$ cat config.mk
export PLATFORM = sky130hd
export DESIGN_NAME = bram_stream_loader_flat
export DESIGN_NICKNAME = d
export VERILOG_FILES = /design/src/rtl/bram_stream_loader_if.sv /design/src/rtl/bram_stream_loader.sv /design/src/flat_wrapper.sv
export SDC_FILE = /design/constraint.sdc
export NUM_CORES = 1
export LEC_CHECK = 0
export ABC_AREA = 1
export CAP_MARGIN = 10
export CORE_UTILIZATION = 55
export DETAILED_ROUTE_END_ITERATION = 6
export DONT_BUFFER_PORTS = 1
export PLACE_DENSITY = 0.73
export SYNTH_ARGS = -nofsm -noshare
export SYNTH_HDL_FRONTEND = slang
export SYNTH_SLANG_ARGS = --single-unit
$ cat constraint.sdc
create_clock -name clk -period 1.8 [get_ports clk]
set_input_delay 0.36 -clock clk [delete_from_list [all_inputs] [get_ports clk]]
set_output_delay 0.36 -clock clk [all_outputs]
set_load 0.01 [all_outputs]
$ cat src/rtl/bram_stream_loader_if.sv
// Stream-in / BRAM-write bundle for bram_stream_loader.
// Latency: wires only; timing is set by the modules on each side.
// Backpressure: the s_valid/s_ready handshake; the BRAM side is a plain write port with no backpressure.
//
// Signals:
//   s_valid, s_data  stream byte, driven by the stream source
//   s_ready          driven by the loader
//   addr, ce, we, d  BRAM write port, driven by the loader
//
// Modports:
//   slave   loader view: sinks the stream and drives the BRAM port
//   master  environment view: sources the stream and observes the BRAM port
interface bram_stream_loader_if #(
    parameter int AWIDTH        = 12,
    parameter int DWIDTH        = 32,
    parameter int IN_DATA_WIDTH = 8
);
    logic                     s_valid;
    logic                     s_ready;
    logic [IN_DATA_WIDTH-1:0] s_data;
    logic [AWIDTH-1:0]        addr;
    logic                     ce;
    logic                     we;
    logic [DWIDTH-1:0]        d;

    modport slave (
        input  s_valid, s_data,
        output s_ready, addr, ce, we, d
    );

    modport master (
        output s_valid, s_data,
        input  s_ready, addr, ce, we, d
    );
endinterface

$ cat src/rtl/bram_stream_loader.sv
// Fills one dual-port BRAM bank from a byte stream: packs 4 bytes per word, first byte in MSBs, addresses 0 upward.
// Latency: write strobe 1 cycle after a word's 4th byte; o_done 2 cycles and IDLE 3 cycles after the last byte.
// Backpressure: s_ready is high only in RUN while words remain; s_valid gaps of any length are tolerated.
//
// Ports:
//   clk, reset      clock and synchronous active-high reset
//   i_run           start pulse, sampled only in IDLE
//   i_num_cnt       words to load, clamped to MEM_SIZE and captured on an accepted i_run
//   o_idle/o_write/o_done  state flags: IDLE, RUN, one-cycle DONE pulse
//   o_checksum      only when BRAM_LOADER_CHECKSUM_EN is defined: mod-2^DWIDTH sum of the words written this run
//   bus             bram_stream_loader_if.slave: byte stream in, BRAM write port out
module bram_stream_loader #(
    parameter int CNT_BIT       = 31,
    parameter int DWIDTH        = 32,
    parameter int AWIDTH        = 12,
    parameter int MEM_SIZE      = 4096,
    parameter int IN_DATA_WIDTH = 8
) (
    input  logic               clk,
    input  logic               reset,
    input  logic               i_run,
    input  logic [CNT_BIT-1:0] i_num_cnt,
    output logic               o_idle,
    output logic               o_write,
    output logic               o_done,
`ifdef BRAM_LOADER_CHECKSUM_EN
    output logic [DWIDTH-1:0]  o_checksum,
`endif
    bram_stream_loader_if.slave bus
);
    // Wide enough to hold MEM_SIZE itself (a clamped count of 4096 needs 13 bits).
    localparam int NW = $clog2(MEM_SIZE + 1);

    typedef enum logic [1:0] {
        S_IDLE = 2'd0,
        S_RUN  = 2'd1,
        S_DONE = 2'd2
    } state_t;

    state_t            state_q, state_d;
    logic [NW-1:0]     num_q, num_d;
    logic [NW-1:0]     word_cnt_q, word_cnt_d;
    logic [1:0]        byte_cnt_q, byte_cnt_d;
    logic [DWIDTH-1:0] pack_q, pack_d;
    logic [AWIDTH-1:0] addr_q, addr_d;
    logic              wr_q, wr_d;
    logic [DWIDTH-1:0] wdat_q, wdat_d;
`ifdef BRAM_LOADER_CHECKSUM_EN
    logic [DWIDTH-1:0] sum_q, sum_d;
`endif

    logic s_ready_c;
    logic accept;

    assign s_ready_c = (state_q == S_RUN) && (word_cnt_q < num_q);
    assign accept    = bus.s_valid && s_ready_c;

    always_comb begin
        state_d    = state_q;
        num_d      = num_q;
        word_cnt_d = word_cnt_q;
        byte_cnt_d = byte_cnt_q;
        pack_d     = pack_q;
        addr_d     = addr_q;
        wr_d       = 1'b0;
        wdat_d     = '0;
`ifdef BRAM_LOADER_CHECKSUM_EN
        sum_d      = sum_q;
        // Accumulate while the strobe is on the port; the final word lands in time for DONE.
        if (wr_q) begin
            sum_d = sum_q + wdat_q;
        end
`endif

        unique case (state_q)
            S_IDLE: begin
                if (i_run) begin
                    state_d    = S_RUN;
                    num_d      = (i_num_cnt > CNT_BIT'(MEM_SIZE)) ? NW'(MEM_SIZE) : NW'(i_num_cnt);
                    word_cnt_d = '0;
                    byte_cnt_d = '0;
                    pack_d     = '0;
`ifdef BRAM_LOADER_CHECKSUM_EN
                    sum_d      = '0;
`endif
                end
            end

            S_RUN: begin
                if (accept) begin
                    // Shift left so the first byte of the word ends up in the MSBs.
                    pack_d     = {pack_q[DWIDTH-IN_DATA_WIDTH-1:0], bus.s_data};
                    byte_cnt_d = byte_cnt_q + 2'd1;
                    if (byte_cnt_q == 2'd3) begin
                        wr_d       = 1'b1;
                        wdat_d     = {pack_q[DWIDTH-IN_DATA_WIDTH-1:0], bus.s_data};
                        addr_d     = word_cnt_q[AWIDTH-1:0];
                        word_cnt_d = word_cnt_q + NW'(1);
                    end
                end
                // The count first matches in the cycle carrying the final strobe (or at once when num is 0),
                // so leaving here never cuts off a pending write.
                if (word_cnt_q == num_q) begin
                    state_d = S_DONE;
                end
            end

            S_DONE: begin
                state_d = S_IDLE;
            end

            default: begin
                state_d = S_IDLE;
            end
        endcase
    end

    always_ff @(posedge clk) begin
        if (reset) begin
            state_q    <= S_IDLE;
            num_q      <= '0;
            word_cnt_q <= '0;
            byte_cnt_q <= '0;
            pack_q     <= '0;
            addr_q     <= '0;
            wr_q       <= 1'b0;
            wdat_q     <= '0;
`ifdef BRAM_LOADER_CHECKSUM_EN
            sum_q      <= '0;
`endif
        end else begin
            state_q    <= state_d;
            num_q      <= num_d;
            word_cnt_q <= word_cnt_d;
            byte_cnt_q <= byte_cnt_d;
            pack_q     <= pack_d;
            addr_q     <= addr_d;
            wr_q       <= wr_d;
            wdat_q     <= wdat_d;
`ifdef BRAM_LOADER_CHECKSUM_EN
            sum_q      <= sum_d;
`endif
        end
    end

    assign o_idle      = (state_q == S_IDLE);
    assign o_write     = (state_q == S_RUN);
    assign o_done      = (state_q == S_DONE);
    assign bus.s_ready = s_ready_c;
    assign bus.addr    = addr_q;
    assign bus.ce      = wr_q;
    assign bus.we      = wr_q;
    assign bus.d       = wdat_q;
`ifdef BRAM_LOADER_CHECKSUM_EN
    assign o_checksum  = sum_q;
`endif
endmodule
$ cat src/flat_wrapper.sv
// flat-port wrapper written by rule: the top's interface ports become plain ports
module bram_stream_loader_flat 
#(
    parameter int CNT_BIT       = 31,
    parameter int DWIDTH        = 32,
    parameter int AWIDTH        = 12,
    parameter int MEM_SIZE      = 4096,
    parameter int IN_DATA_WIDTH = 8
)
  (clk, reset, i_run, i_num_cnt, o_idle, o_write, o_done, bus_s_valid, bus_s_data, bus_s_ready, bus_addr, bus_ce, bus_we, bus_d);
  bram_stream_loader_if #(.AWIDTH(AWIDTH), .DWIDTH(DWIDTH), .IN_DATA_WIDTH(IN_DATA_WIDTH)) bus_i ();
  input  logic clk;
  input  logic reset;
  input  logic i_run;
  input  logic [CNT_BIT-1:0] i_num_cnt;
  output logic o_idle;
  output logic o_write;
  output logic o_done;
  input wire logic [$bits(bus_i.s_valid)-1:0] bus_s_valid;
  input wire logic [$bits(bus_i.s_data)-1:0] bus_s_data;
  output wire logic [$bits(bus_i.s_ready)-1:0] bus_s_ready;
  output wire logic [$bits(bus_i.addr)-1:0] bus_addr;
  output wire logic [$bits(bus_i.ce)-1:0] bus_ce;
  output wire logic [$bits(bus_i.we)-1:0] bus_we;
  output wire logic [$bits(bus_i.d)-1:0] bus_d;
  assign bus_i.s_valid = bus_s_valid;
  assign bus_i.s_data = bus_s_data;
  assign bus_s_ready = bus_i.s_ready;
  assign bus_addr = bus_i.addr;
  assign bus_ce = bus_i.ce;
  assign bus_we = bus_i.we;
  assign bus_d = bus_i.d;
  bram_stream_loader #(.CNT_BIT(CNT_BIT), .DWIDTH(DWIDTH), .AWIDTH(AWIDTH), .MEM_SIZE(MEM_SIZE), .IN_DATA_WIDTH(IN_DATA_WIDTH)) u_core (.clk(clk), .reset(reset), .i_run(i_run), .i_num_cnt(i_num_cnt), .o_idle(o_idle), .o_write(o_write), .o_done(o_done), .bus(bus_i));
endmodule
==> results of run 1 <==
[metal layers]
layer  GRT usage  vias to the layer above  share of wire
met4       0.120                        0          0.029
li1            -                     1822              -
met3      0.0405                       33          0.065
met1       0.329                     1756           0.43
met5           0                        -              0
met2       0.356                      197           0.47
[repair_timing]
| action | CTS | global route |
|---|---|---|
| gates resized for setup | 39 | 84 |
| pin swaps | 14 | 20 |
| endpoints found under the setup margin | 47 | 87 |
| setup buffers | 9 | 9 |
| gates cloned | 0 | 11 |
[per-stage QoR]
stage / cells / hold slack (ns) / area, um^2 / setup WS (ns) / util
after floorplan: 547 / 0.408 / 4080 / 0.0943 / -
after global placement: 646 / 0.417 / 4330 / 0.0379 / 0.601
after detailed placement: 646 / 0.423 / 4330 / -0.0256 / 0.601
after CTS: 671 / 0.0276 / 4740 / -0.0915 / 0.657
after global routing: 691 / 0.0247 / 5320 / -0.371 / 0.737
final: 691 / 0.0300 / 5320 / -0.271 / 0.737
[registers in the layout, indices dropped and copies added, names as in the netlist]
name,flops
u_core.bus.addr,12
u_core.bus.ce,1
u_core.bus.d,32
u_core.byte_cnt_q,2
u_core.num_q,13
u_core.pack_q,24
u_core.state_q,2
u_core.word_cnt_q,13
[power breakdown]
group          internal (W)  switching [W]
sequential          0.00229      0.0000893
clock              0.000536       0.000845
combinational      0.000656       0.000767
total               0.00348        0.00170
[critical path, cell delays in order, from the launching register on]
cell       delay, ns
dfxtp_2         0.39
ha_4            0.22
a21oi_1         0.21
nand3_2         0.12
nand2_2         0.09
buf_4           0.12
nand3_4         0.10
nor2_4          0.20
buf_4           0.17
nand2_8         0.08
clkbuf_16       0.19
nor2_1          0.11
[path summary, 6_finish.rpt]
check                       startpoint          endpoint  slack, ns  cells after the start
setup reg to reg  u_core.word_cnt_q[4]  u_core.bus.d[18]      -0.27                     11
setup / recovery  u_core.word_cnt_q[4]  u_core.bus.d[18]      -0.27                     11
hold reg to reg      u_core.pack_q[23]  u_core.bus.d[31]       0.43                      2
hold / removal                   reset  u_core.pack_q[9]       0.03                      1
[cells in the final DEF (no fill, tap or decap), types with 10 or more instances in the layout]
master and count:
nand2_1 90, dfxtp_1 80, nor2_1 69, inv_1 55
nand3_1 33, buf_4 32, a21oi_1 30, a21oi_2 26
o21ai_0 20, dfxtp_2 19, inv_2 13, nand3_2 10
[layout make-up]
type | instances | area share
multi-input cells | 351 | 0.398
flip-flops and latches | 99 | 0.377
well taps | 99 | 0.0233
inverters | 72 | 0.0525
repair inverters | 1 | 0.00141
repair buffers | 53 | 0.113
clock inverters | 6 | 0.0108
clock buffers | 10 | 0.0240
[cell families after synthesis]
family / after synthesis / synth area share
AO/OA/AOI/OAI: 91 / 0.115
AND/OR/NAND/NOR: 243 / 0.253
adder cells (fa/ha/maj): 15 / 0.0460
buffers and inverters: 97 / 0.0965
XOR/XNOR: 2 / 0.00429
flip-flops: 99 / 0.485
==> flow_summary.ini, run 1 <==
[synthesis]
synth.distinct_cells = 28
synth_nets = 605
yosys_warnings = 0
yosysSeqAreaShare = 0.485
synth_top_area_share = 0.485
ys_async_sr_fraction = 0
yosys-top-cells-count = nand2_1 (102), dfxtp_1 (99), nor2_1 (78)
synthFlopType = dfxtp_1
netlist_area_mm2 = 0.00408
avgSynthCellArea_um2 = 7.47
synthTopCellsByArea = dfxtp_1 (49%), nand2_1 (9.4%), nor2_1 (7.2%), a21oi_1 (7.0%), inv_1 (6.2%)
synth-seq-cells = 99
synth_edf_count = 0
yosysTopAreaCell = dfxtp_1
synth_most_common_cell = nand2_1
syn_inst = 547

[power]
power_w = 0.00518
p_per_area_mw_per_mm2 = 975
peakVddDrop_mv = 0.586
total_leakage_power_nw = 2.06

[global_route]
grt_usage = 0.238
grt_max_degree = 34
grt_pass1_vias = 3110
overflow = 0
antenna_found_initial = 0
grt_pass1_wl_mm = 14.2

[worst_setup_path]
required_ns = 2.11
end_kind = flip-flop
critPathKind = flip-flop to flip-flop
startpoint_type = flip-flop
arrival_ns = 2.38
cp_max_fo = 8

[sta]
finalSetupViolations = 86
period_minus_slack_ns = 2.07
fin_ws_ns = -0.271
fin_crit_sh = 1.15
timing.fmax_mhz = 483
final.setup.tns_ns = -16.54
max-slew-margin-rel = 0.704
clock_skew_ns = 0.0159
drv_slew = 0
worst_pin_slew_ns = 0.442
hold_violations = 0
rsz0062_at_grt = yes

[cells_and_area]
diodes = 0
register_area_mm2 = 0.00201
final_nets = 645
syn_to_final_growth_pct = 30.1
multiInputGateArea_mm2 = 0.00211
fillCellCount = 518
drive_gt1_frac = 0.302

[detailed_routing]
drt_first_pass_iters = 6
wirelength_mm = 11.0
drtIter0Drc = 216
wl_per_cell_um = 15.9
vias = 3808
route.detailed.drc = 0
vias_per_cell = 5.51
ant_nets = 0

[place]
hpwlAfterDp_mm = 5.95
portBuffers = 0
gp_congestion = 0.889

[floorplanning]
die_h_um = 88.2
coreArea_mm2 = 0.00721
ios = 93
rows = 31
initial_core_util = 0.566
die_w_um = 88.2
die_area_mm2 = 0.00777

[clock_network]
cts_htree_levels = 3
clock_latency_ns = 0.37
cts_tree = built
cts_num_sinks = 99
cts_inserted_buffers = 9
cts.clk_slew.worst_paths_ns = 0.11
hold_buffers = 0
cts-root-buf = clkbuf_8
clock_path_buffers = 2

[job]
cap_viol_max_count = 0

[status]
status = complete, but fails checks
violations = setup timing

[min_path]
hold_class = primary input to flip-flop
No activity file was read; power rests on OpenSTA's default activity.
==> run 2: changes to the inputs <==
CTS_CLUSTER_DIAMETER = 150   (was default)
CTS_CLUSTER_SIZE = 25   (was default)
==> results of run 2 <==
No change in the layout: final DEF, timing and power equal those of run 1.
